### src/rtl/coraz7_btn_conditioner.sv
// Push-button conditioner: 2-flop synchronizer, stability-count debounce, press/release pulses.
// Optional long-press pulse generation is enabled by defining CORAZ7_BTN_LONG_PRESS_EN.
module coraz7_btn_conditioner #(
  parameter int NUM_BTN         = 2,
  parameter int DEBOUNCE_CYCLES = 1250000,
  parameter int LONG_CYCLES     = 125000000
) (
  input  logic               clk,
  input  logic               rst_n,
  input  logic [NUM_BTN-1:0] btn_i,
  output logic [NUM_BTN-1:0] btn_level_o,
  output logic [NUM_BTN-1:0] btn_press_o,
  output logic [NUM_BTN-1:0] btn_release_o,
  output logic [NUM_BTN-1:0] btn_long_o
);

  localparam int              CNT_W   = (DEBOUNCE_CYCLES > 1) ? $clog2(DEBOUNCE_CYCLES) : 1;
  localparam logic [CNT_W-1:0] CNT_MAX = CNT_W'(DEBOUNCE_CYCLES - 1);

  if (DEBOUNCE_CYCLES < 1 || LONG_CYCLES < 1) begin : g_param_check
    $error("coraz7_btn_conditioner: DEBOUNCE_CYCLES and LONG_CYCLES must be >= 1");
  end

  logic [NUM_BTN-1:0] r_sync_ff1;
  logic [NUM_BTN-1:0] r_sync_s;
  logic [CNT_W-1:0]   r_cnt [NUM_BTN];
  logic [NUM_BTN-1:0] r_level;
  logic [NUM_BTN-1:0] r_press;
  logic [NUM_BTN-1:0] r_release;

  // NOTE: sequential state uses non-blocking assignments so every flop samples pre-edge values.
  always_ff @(posedge clk or negedge rst_n) begin
    if (!rst_n) begin
      r_sync_ff1 <= '0;
      r_sync_s   <= '0;
    end else begin
      r_sync_ff1 <= btn_i;
      r_sync_s   <= r_sync_ff1;
    end
  end

  // NOTE: the counter array is reset too, so a reset mid-debounce cannot leave a partial count behind.
  always_ff @(posedge clk or negedge rst_n) begin
    if (!rst_n) begin
      for (int i = 0; i < NUM_BTN; i++) r_cnt[i] <= '0;
      r_level   <= '0;
      r_press   <= '0;
      r_release <= '0;
    end else begin
      for (int i = 0; i < NUM_BTN; i++) begin
        r_press[i]   <= 1'b0;
        r_release[i] <= 1'b0;
        if (r_sync_s[i] == r_level[i]) begin
          r_cnt[i] <= '0;
        end else if (r_cnt[i] != CNT_MAX) begin
          r_cnt[i] <= r_cnt[i] + CNT_W'(1);
        end else begin
          // Stable long enough: commit the new level and flag the matching edge.
          r_cnt[i]     <= '0;
          r_level[i]   <= r_sync_s[i];
          r_press[i]   <= r_sync_s[i];
          r_release[i] <= ~r_sync_s[i];
        end
      end
    end
  end

  assign btn_level_o   = r_level;
  assign btn_press_o   = r_press;
  assign btn_release_o = r_release;

`ifdef CORAZ7_BTN_LONG_PRESS_EN
  localparam int               HOLD_W   = (LONG_CYCLES > 0) ? $clog2(LONG_CYCLES + 1) : 1;
  localparam logic [HOLD_W-1:0] HOLD_MAX = HOLD_W'(LONG_CYCLES);

  logic [HOLD_W-1:0]  r_hold [NUM_BTN];
  logic [NUM_BTN-1:0] r_long;

  // Saturating hold counter: one long pulse per press, rearmed when the level drops.
  always_ff @(posedge clk or negedge rst_n) begin
    if (!rst_n) begin
      for (int i = 0; i < NUM_BTN; i++) r_hold[i] <= '0;
      r_long <= '0;
    end else begin
      for (int i = 0; i < NUM_BTN; i++) begin
        r_long[i] <= 1'b0;
        if (!r_level[i]) begin
          r_hold[i] <= '0;
        end else if (r_hold[i] != HOLD_MAX) begin
          r_hold[i] <= r_hold[i] + HOLD_W'(1);
          r_long[i] <= (r_hold[i] == HOLD_MAX - HOLD_W'(1));
        end
      end
    end
  end

  assign btn_long_o = r_long;
`else
  assign btn_long_o = '0;
`endif

endmodule

### config.mk
export PLATFORM = sky130hd
export DESIGN_NAME = coraz7_btn_conditioner
export DESIGN_NICKNAME = d
export VERILOG_FILES = /design/src/rtl/coraz7_btn_conditioner.sv
export SDC_FILE = /design/constraint.sdc
export NUM_CORES = 1
export LEC_CHECK = 0
export BUFFER_PORTS_ARGS = -buffer_cell sky130_fd_sc_hd__clkbuf_2
export CAP_MARGIN = 20
export CORE_UTILIZATION = 53
export DETAILED_ROUTE_END_ITERATION = 16
export HOLD_SLACK_MARGIN = 0.1
export PLACE_DENSITY = 0.73
export SLEW_MARGIN = 20
export SYNTH_ARGS = -nofsm -noshare
export SYNTH_HDL_FRONTEND = slang
export SYNTH_SLANG_ARGS = --single-unit
### constraint.sdc
create_clock -name clk -period 1.9 [get_ports clk]
set_input_delay 0.19 -clock clk [delete_from_list [all_inputs] [get_ports clk]]
set_output_delay 0.19 -clock clk [all_outputs]
set_load 0.01 [all_outputs]
Word level (Yosys, flattened, before mapping)
Index checks and enable logic that the tools add are counted.
{"block": "word_totals", "regBits": 52, "input_bits": 4, "elab_cells": 34}
{"block": "classes", "addsub": 2, "n_eq_ne": 4, "n_mux": 12, "bitwise": 6, "n_reduce_logical": 2}
{"op": "two-way mux 21 bit", "count": 4}
{"op": "adder 21 x 1 -> 21 bit, second input constant", "count": 2}
{"op": "!= test 21 bit, second input constant", "count": 2}
{"op": "two-way mux 1 bit", "count": 8}
{"op": "NOT 1 bit", "count": 6}
{"op": "AND reduction 2 bit", "count": 2}
{"op": "equality test 1 bit", "count": 2}

Depth between registers and ports, before layout
Gate-level depths: netlist of the first run.
{"block": "logic_depth", "word_depth": 3, "ltp_mapped": 7}

Worst setup path before layout of the first run
No wires, ideal clock.
{"block": "synth_timing", "path_kind": "register -> register", "startpoint": "reg r_cnt[21] (netlist name)", "endpoint": "reg r_level[0] (netlist: btn_level_o[0])", "setup_ps": 125, "arrival_time_ps": 1849, "t_required_ps": 1775, "path_slack_ps": -74, "stages_incl_launch_ff": 7, "period_less_slack_ps": 1974, "cell_sequence": "dfrtp_1 > ha_1 > and3_1 > buf_6 > nand4_2 > or4_4 > mux2_4"}
{"block": "synth_via", "elab_chain_len": 3}
{"item": "start, declared", "line": "26", "text": "logic [CNT_W-1:0] r_cnt [NUM_BTN];"}
{"item": "start signal, assigned by index", "line": "56", "text": "r_cnt[i] <= r_cnt[i] + CNT_W'(1);"}
{"item": "!= test 21 bit", "line": "55", "text": "end else if (r_cnt[i] != CNT_MAX) begin"}
{"item": "NOT 1 bit (no source line)"}
{"item": "AND reduction 2 bit (no source line)"}
{"item": "end signal, assigned by index", "line": "60", "text": "r_level[i] <= r_sync_s[i];"}
{"item": "end, declared", "line": "27", "text": "logic [NUM_BTN-1:0] r_level;"}
No other way between the ends.
A chain may end at the register's enable or synchronous reset.

Worst setup path after layout of the first run
{"block": "layout_timing", "startpoint": "reg r_cnt[35] (netlist name)", "endpoint": "reg r_level[0] (netlist: btn_level_o[0])"}
The elaborated chain is that of the path after synthesis.

==> results of run 1 <==
[area by class of cell]
type | instances | area, sq um
clock buffer | 5 | 68.82
clock inverter | 3 | 25.02
fill | 363 | 1735
inverter | 3 | 11.26
multi-input combinational | 181 | 1207
sequential | 52 | 1301
tap | 54 | 67.56
timing repair buffer | 37 | 275.3
[cells by family after synthesis]
| logic type | Yosys count | synth area share, % |
|---|---|---|
| compound gates | 25 | 6.405 |
| xor+xnor | 29 | 9.849 |
| simple gates | 121 | 27.46 |
| other cells | 1 | 0.1454 |
| mux | 2 | 1.019 |
| fa+ha+maj | 2 | 0.9702 |
| flops | 52 | 50.46 |
| buf+inv | 17 | 3.687 |
[Yosys cell counts (2+ instances only)]
cell type  count  area share, %
buf_4          3           0.87
or4_1          5            1.5
nor3b_1        6            1.7
xnor2_1       13            4.4
o21ai_0        6            1.2
and2_1         2           0.49
ha_1           2           0.97
nand3_1       15            2.9
dfrtp_1       52             50
a21oi_1       12            2.3
nor4_1         6            1.5
nand4b_1       2           0.68
inv_1          3           0.44
buf_2          3           0.58
o31ai_1        5            1.5
buf_6          2           0.87
or3_1          5            1.2
nand4_1       13            3.2
nand2_1       15            2.2
clkbuf_1       5           0.73
and3_1         5            1.2
xor2_1        16            5.4
nor3_1         4           0.78
and4_1         6            2.0
nor2_1        30            4.4
[critical path, cell delays in order (launching register included)]
cell     delay, ps
dfrtp_1        420
nor4b_4        350
nand4_4        150
or4_4          470
mux2_4         310
[registers in the layout, summed over array words and instances (netlist names)]
name,flops
btn_level_o,2
r_cnt,42
r_sync_ff1,2
btn_release_o,2
btn_press_o,2
r_sync_s,2
[metal layers]
metal	part of all wire [%]	global-route usage [%]	vias to the layer above
met5	0	0	-
met4	2.1	8.932	0
met3	3.0	4.219	10
met2	49	33.02	43
met1	46	27.31	957
li1	-	-	954
[path summary, 6_finish.rpt]
check | start | endpoint | cells past startpoint
hold / removal | rst_n | r_cnt[30] | 2
min in group clk | r_sync_ff1[1] | r_sync_s[1] | 0
setup / recovery | r_cnt[35] | btn_level_o[0] | 4
hold reg to reg | r_sync_ff1[1] | r_sync_s[1] | 0
setup reg to reg | r_cnt[35] | btn_level_o[0] | 4
max in group asynchronous | rst_n | r_cnt[14] | 3
[stage by stage]
| step | setup slack, ps | power, mW | hold slack, ps | util (%) | std cells |
|---|---|---|---|---|---|
| after floorplan | 0.5583 | 1.191 | -105.6 | - | 250 |
| after global placement | 68.89 | 1.239 | 51.37 | 60.16 | 324 |
| after detailed placement | 38.96 | 1.242 | 55.99 | 60.16 | 324 |
| after CTS | 18.47 | 1.908 | 253.8 | 62.80 | 335 |
| after global routing | 31.09 | 1.958 | 265.7 | 63.01 | 335 |
| final | 82.42 | 1.887 | 251.3 | 63.01 | 335 |
[report_power, final]
group	switching (mW)	internal, mW	total, mW
sequential	0.0121	1.12	1.13
combinational	0.0536	0.0373	0.0909
clock	0.394	0.269	0.663
[repair_timing]
item | CTS | global route
hold endpoints to repair | 54 | 0
setup endpoints to repair | 0 | 5
hold buffers | 3 | 0
gates resized for setup | 0 | 2
==> flow_metrics.env, run 1 <==
export IMPL_clkLatencyLatePin_ps=320
export IMPL_h_tree_lvl_count=2
export IMPL_timing_critical_path_from_type="register"
export IMPL_layout_area_overhead_vs_synth_pct=14.65
export IMPL_mostFrequentLayoutCells="dfrtp_1, nor2_1, buf_4, xor2_1, nand2_1"
export IMPL_clock_sink_count=52
export IMPL_synth_edf_count=0
export IMPL_synth_cell_types=38
export IMPL_fp_dieW_microns=71.76
export IMPL_synth_cell_area_sq_um=2579
export IMPL_die_area_sq_um=5149
export IMPL_critical_path_arrival_ps=2030
export IMPL_cts_inserted_buffers=5
export IMPL_detail_route_antenna_nets=0
export IMPL_critPathCaptureType="register"
export IMPL_dr_first_iter_drc_count=93
export IMPL_cts_buffer_depth=2
export IMPL_detailroute_via_count=1964
export IMPL_drc=0
export IMPL_placement_io_buffers=9
export IMPL_status="finished, final reports clean"
export IMPL_antenna_found_initial=0
export IMPL_worst_ir_drop_vdd_mv=0.5956
export IMPL_via_count_normalized_by_instance_count=5.863
export IMPL_post_cts_setup_buffer_count=0
export IMPL_ios=12
export IMPL_path_max_fanout=4
export IMPL_place_gp_congestion=0.8190
export IMPL_grt_ovfl_total=0
export IMPL_timing_final_crit_share_pct=95.66
export IMPL_grt_start_max_net_pins=47
export IMPL_yosys_warnings=0
export IMPL_synth_seq_area_share_pct=50.46
export IMPL_root_buffer="clkbuf_8"
export IMPL_synth_async_sr_flop_share_pct=100.0
export IMPL_net_total_in_the_final_layout=286
export IMPL_power_density_cell_area_nw_per_um2=638.1
export IMPL_p_leak_nw=1.261
export IMPL_drt_pre_antenna_iters=4
export IMPL_report_final_hold_viol_count=0
export IMPL_yosys_most_used_dff="dfrtp_1"
export IMPL_cts_tree="built"
export IMPL_finalInstanceArea_sq_um=2957
export IMPL_ys_seq_elements=52
export IMPL_min_period_ps=1818
export IMPL_place_detailed_hpwl_mm=3.463
export IMPL_core_area_sq_um=4692
export IMPL_critPathKind="reg2reg"
export IMPL_maxClockFrequency_mhz=550.2
export IMPL_wl_per_cell_microns=14.82
export IMPL_initial_utilization_pct=54.96
export IMPL_insertedDiodeCount=0
export IMPL_post_dp_cell_area_sq_um=2823
export IMPL_ff2ff_setup_slack_ps=80
export IMPL_wire_length_of_the_first_global_routing_pass_mm=8.073
export IMPL_overall_track_demand_over_capacity_in_global_routing_pct=20.62
export IMPL_postRouteWirelength_mm=4.964
export IMPL_rows=25
export IMPL_setup_violations=0
export IMPL_totalNegativeSetupSlack_ps=0
export IMPL_path_clk_slew_ps=100
export IMPL_clock_skew_final_ps=7.972
export IMPL_cap_violations=0
export IMPL_final_common_cell="dfrtp_1"
export IMPL_die_h_microns=71.76
export IMPL_drive_above_1_share_pct=19.22
export IMPL_syn_area_per_cell_sq_um=10.36
export IMPL_rsz0062_at_grt="no"
export IMPL_first_global_vias=1763
export IMPL_cp_data_required_time_ps=2110
export IMPL_worstHoldPathType="in2async"
export IMPL_slew_viol_final=0
export IMPL_postSynthCellCount=249
No activity file was read; power rests on OpenSTA's default activity.
==> run 2: changes to the inputs <==
--- a/config.mk
+++ b/config.mk
@@ -12,3 +12,3 @@
 export HOLD_SLACK_MARGIN = 0.1
-export PLACE_DENSITY = 0.73
+export PLACE_DENSITY_LB_ADDON = 0.25
 export SLEW_MARGIN = 20
--- a/constraint.sdc
+++ b/constraint.sdc
@@ -3,2 +3,2 @@
 set_output_delay 0.19 -clock clk [all_outputs]
-set_load 0.01 [all_outputs]
+set_load 0.005 [all_outputs]
==> flow_metrics.env, run 2 (same netlist as run 1, synthesis figures left out) <==
export IMPL_initial_utilization_pct=54.96
export IMPL_power_share_switching_pct=23.18
export IMPL_power_net_switching_mw=0.4278
export IMPL_rows=25
export IMPL_critical_path_top_delay_family="simple AND/OR/NAND/NOR gates"
export IMPL_status="finished, final reports clean"
export IMPL_placed_cells_incl_taps=325
export IMPL_maxClockFrequency_mhz=530.5
export IMPL_cp_data_required_time_ps=2100
export IMPL_top_register="r_cnt"
export IMPL_worst_ir_drop_vdd_mv=0.4060
export IMPL_cts_inserted_buffers=5
export IMPL_postRouteWirelength_mm=4.810
export IMPL_wp_buf_inv=0
export IMPL_nFillCells=402
export IMPL_min_period_ps=1885
export IMPL_worst_slew_pin_slew_ps=646.5
export IMPL_critPathKind="reg2reg"
export IMPL_via_count_normalized_by_instance_count=5.768
export IMPL_cp_depth=5
export IMPL_drc=0
export IMPL_detailroute_via_count=1938
export IMPL_slowest_stage="or4_4"
export IMPL_finalInstanceArea_sq_um=2943
export IMPL_path_clk_slew_ps=100
export IMPL_power_frac_comb_pct=4.6
export IMPL_insertedDiodeCount=0
export IMPL_timing_final_crit_share_pct=99.22
export IMPL_clkLatencyLatePin_ps=310
export IMPL_cts_buffer_depth=2
export IMPL_grt_ovfl_total=0
export IMPL_clockPowerShare_pct=34.1
export IMPL_wire_length_of_the_first_global_routing_pass_mm=8.576
export IMPL_post_dp_cell_area_sq_um=2818
export IMPL_ff2ff_setup_slack_ps=10
export IMPL_cap_violations=0
export IMPL_place_gp_congestion=0.8228
export IMPL_critPathCaptureType="register"
export IMPL_h_tree_lvl_count=2
export IMPL_report_final_hold_viol_count=0
export IMPL_cts_tree="built"
export IMPL_drt_pre_antenna_iters=4
export IMPL_grt_start_max_net_pins=53
export IMPL_first_global_vias=1889
export IMPL_stdcell_count=336
export IMPL_post_route_hold_slack_ps=354.9
export IMPL_antenna_found_initial=0
export IMPL_rsz0062_at_grt="yes"
export IMPL_placement_io_buffers=9
export IMPL_path_max_fanout=4
export IMPL_detail_route_antenna_nets=0
export IMPL_final_common_cell="dfrtp_1"
export IMPL_setup_violations=0
export IMPL_worst_slew_margin_rel_pct=56.90
export IMPL_hold_end="r_sync_s[0]"
export IMPL_power_report_internal_total_mw=1.418
export IMPL_holdPathStages=0
export IMPL_worst_r2r_start="r_cnt[22]"
export IMPL_critical_path_arrival_ps=2090
export IMPL_clock_sink_count=52
export IMPL_core_area_sq_um=4692
export IMPL_power_density_cell_area_nw_per_um2=627.1
export IMPL_clock_skew_final_ps=13.73
export IMPL_p_leak_nw=1.258
export IMPL_dr_first_iter_drc_count=116
export IMPL_worstHoldPathType="reg2reg"
export IMPL_mostFrequentLayoutCells="dfrtp_1, nor2_1, buf_4, xor2_1"
export IMPL_seqPwrFrac_pct=61.3
export IMPL_number_of_flip_flops_in_the_largest_register=42
export IMPL_net_total_in_the_final_layout=287
export IMPL_path_cells="ha_2, and3_1, nand4_4, or4_4, mux2_4"
export IMPL_layout_area_overhead_vs_synth_pct=14.12
export IMPL_rr_endpoint="btn_level_o[0]"
export IMPL_die_area_sq_um=5149
export IMPL_ff2ff_path_depth=5
export IMPL_timing_hold_worst_start="r_sync_ff1[0]"
export IMPL_die_h_microns=71.76
export IMPL_place_detailed_hpwl_mm=3.432
export IMPL_wl_per_cell_microns=14.32
export IMPL_worst_path_largest_cell_delay_ps=550
export IMPL_root_buffer="clkbuf_8"
export IMPL_timing_critical_path_from_type="register"
export IMPL_overall_track_demand_over_capacity_in_global_routing_pct=21.44
export IMPL_drive_above_1_share_pct=18.79
export IMPL_ios=12
export IMPL_slew_viol_final=0
export IMPL_postLayoutCoreUtil_pct=62.72
export IMPL_fp_dieW_microns=71.76
[run 2: how the worst max path moves through the flow]
| stage | from | end | slack (ps) |
|---|---|---|---|
| 2_1_floorplan | r_cnt[21] | btn_level_o[0] | 0.6 |
| 3_3_place_gp | r_cnt[34] | btn_level_o[0] | 60 |
| 3_5_place_dp | r_cnt[34] | btn_level_o[0] | 20 |
| 4_1_cts | r_cnt[22] | btn_level_o[0] | 10 |
| 5_1_grt | r_cnt[39] | btn_level_o[0] | -40 |
| 6_report | r_cnt[22] | btn_level_o[0] | 10 |
[run 2: power by group through the flow]
stage / combinational [mW] / clock, mW / sequential (mW)
2_1_floorplan: 0.0366 / 0 / 1.15
3_3_place_gp: 0.0823 / 0 / 1.15
3_5_place_dp: 0.0827 / 0 / 1.15
4_1_cts: 0.0879 / 0.653 / 1.13
5_1_grt: 0.0989 / 0.688 / 1.13
6_report: 0.0850 / 0.629 / 1.13
[run 2: worst register-to-register path: stages, from the launching register on]
cell     delay (ps)
dfrtp_1         370
ha_2            180
and3_1          230
nand4_4         130
or4_4           550
mux2_4          320
[run 2: metrics by stage]
step	setup slack (ps)	power, mW	setup TNS (ps)
after floorplan	0.5583	1.190	0
after global placement	57.86	1.235	0
after CTS	14.35	1.873	0
final	14.84	1.845	0
after detailed placement	23.89	1.237	0
after global routing	-42.71	1.921	-42.71
[run 2: repair_timing]
action,4_1_cts,5_1_grt
hold buffers,3,0
gates resized for setup,0,1
endpoints found under the hold margin,54,0
endpoints found under the setup margin,0,2
setup buffers,0,0
[run 2: per-layer routing]
layer | track usage [%] | routed length (microns) | up-vias
met5 | 0 | 0 | -
met3 | 4.219 | 116 | 6
met1 | 27.06 | 2196 | 948
li1 | - | - | 951
met4 | 7.625 | 69 | 0
met2 | 36.79 | 2428 | 33
[run 2: area by class of cell]
cell class | instances | area (sq um) | area share (%)
clock buffers | 6 | 72.57 | 2.466
clock inverters | 2 | 16.27 | 0.5527
inverters | 3 | 11.26 | 0.3827
multi-input cells | 181 | 1204 | 40.90
flip-flops and latches | 52 | 1301 | 44.22
well taps | 54 | 67.56 | 2.296
repair buffers | 38 | 270.3 | 9.184
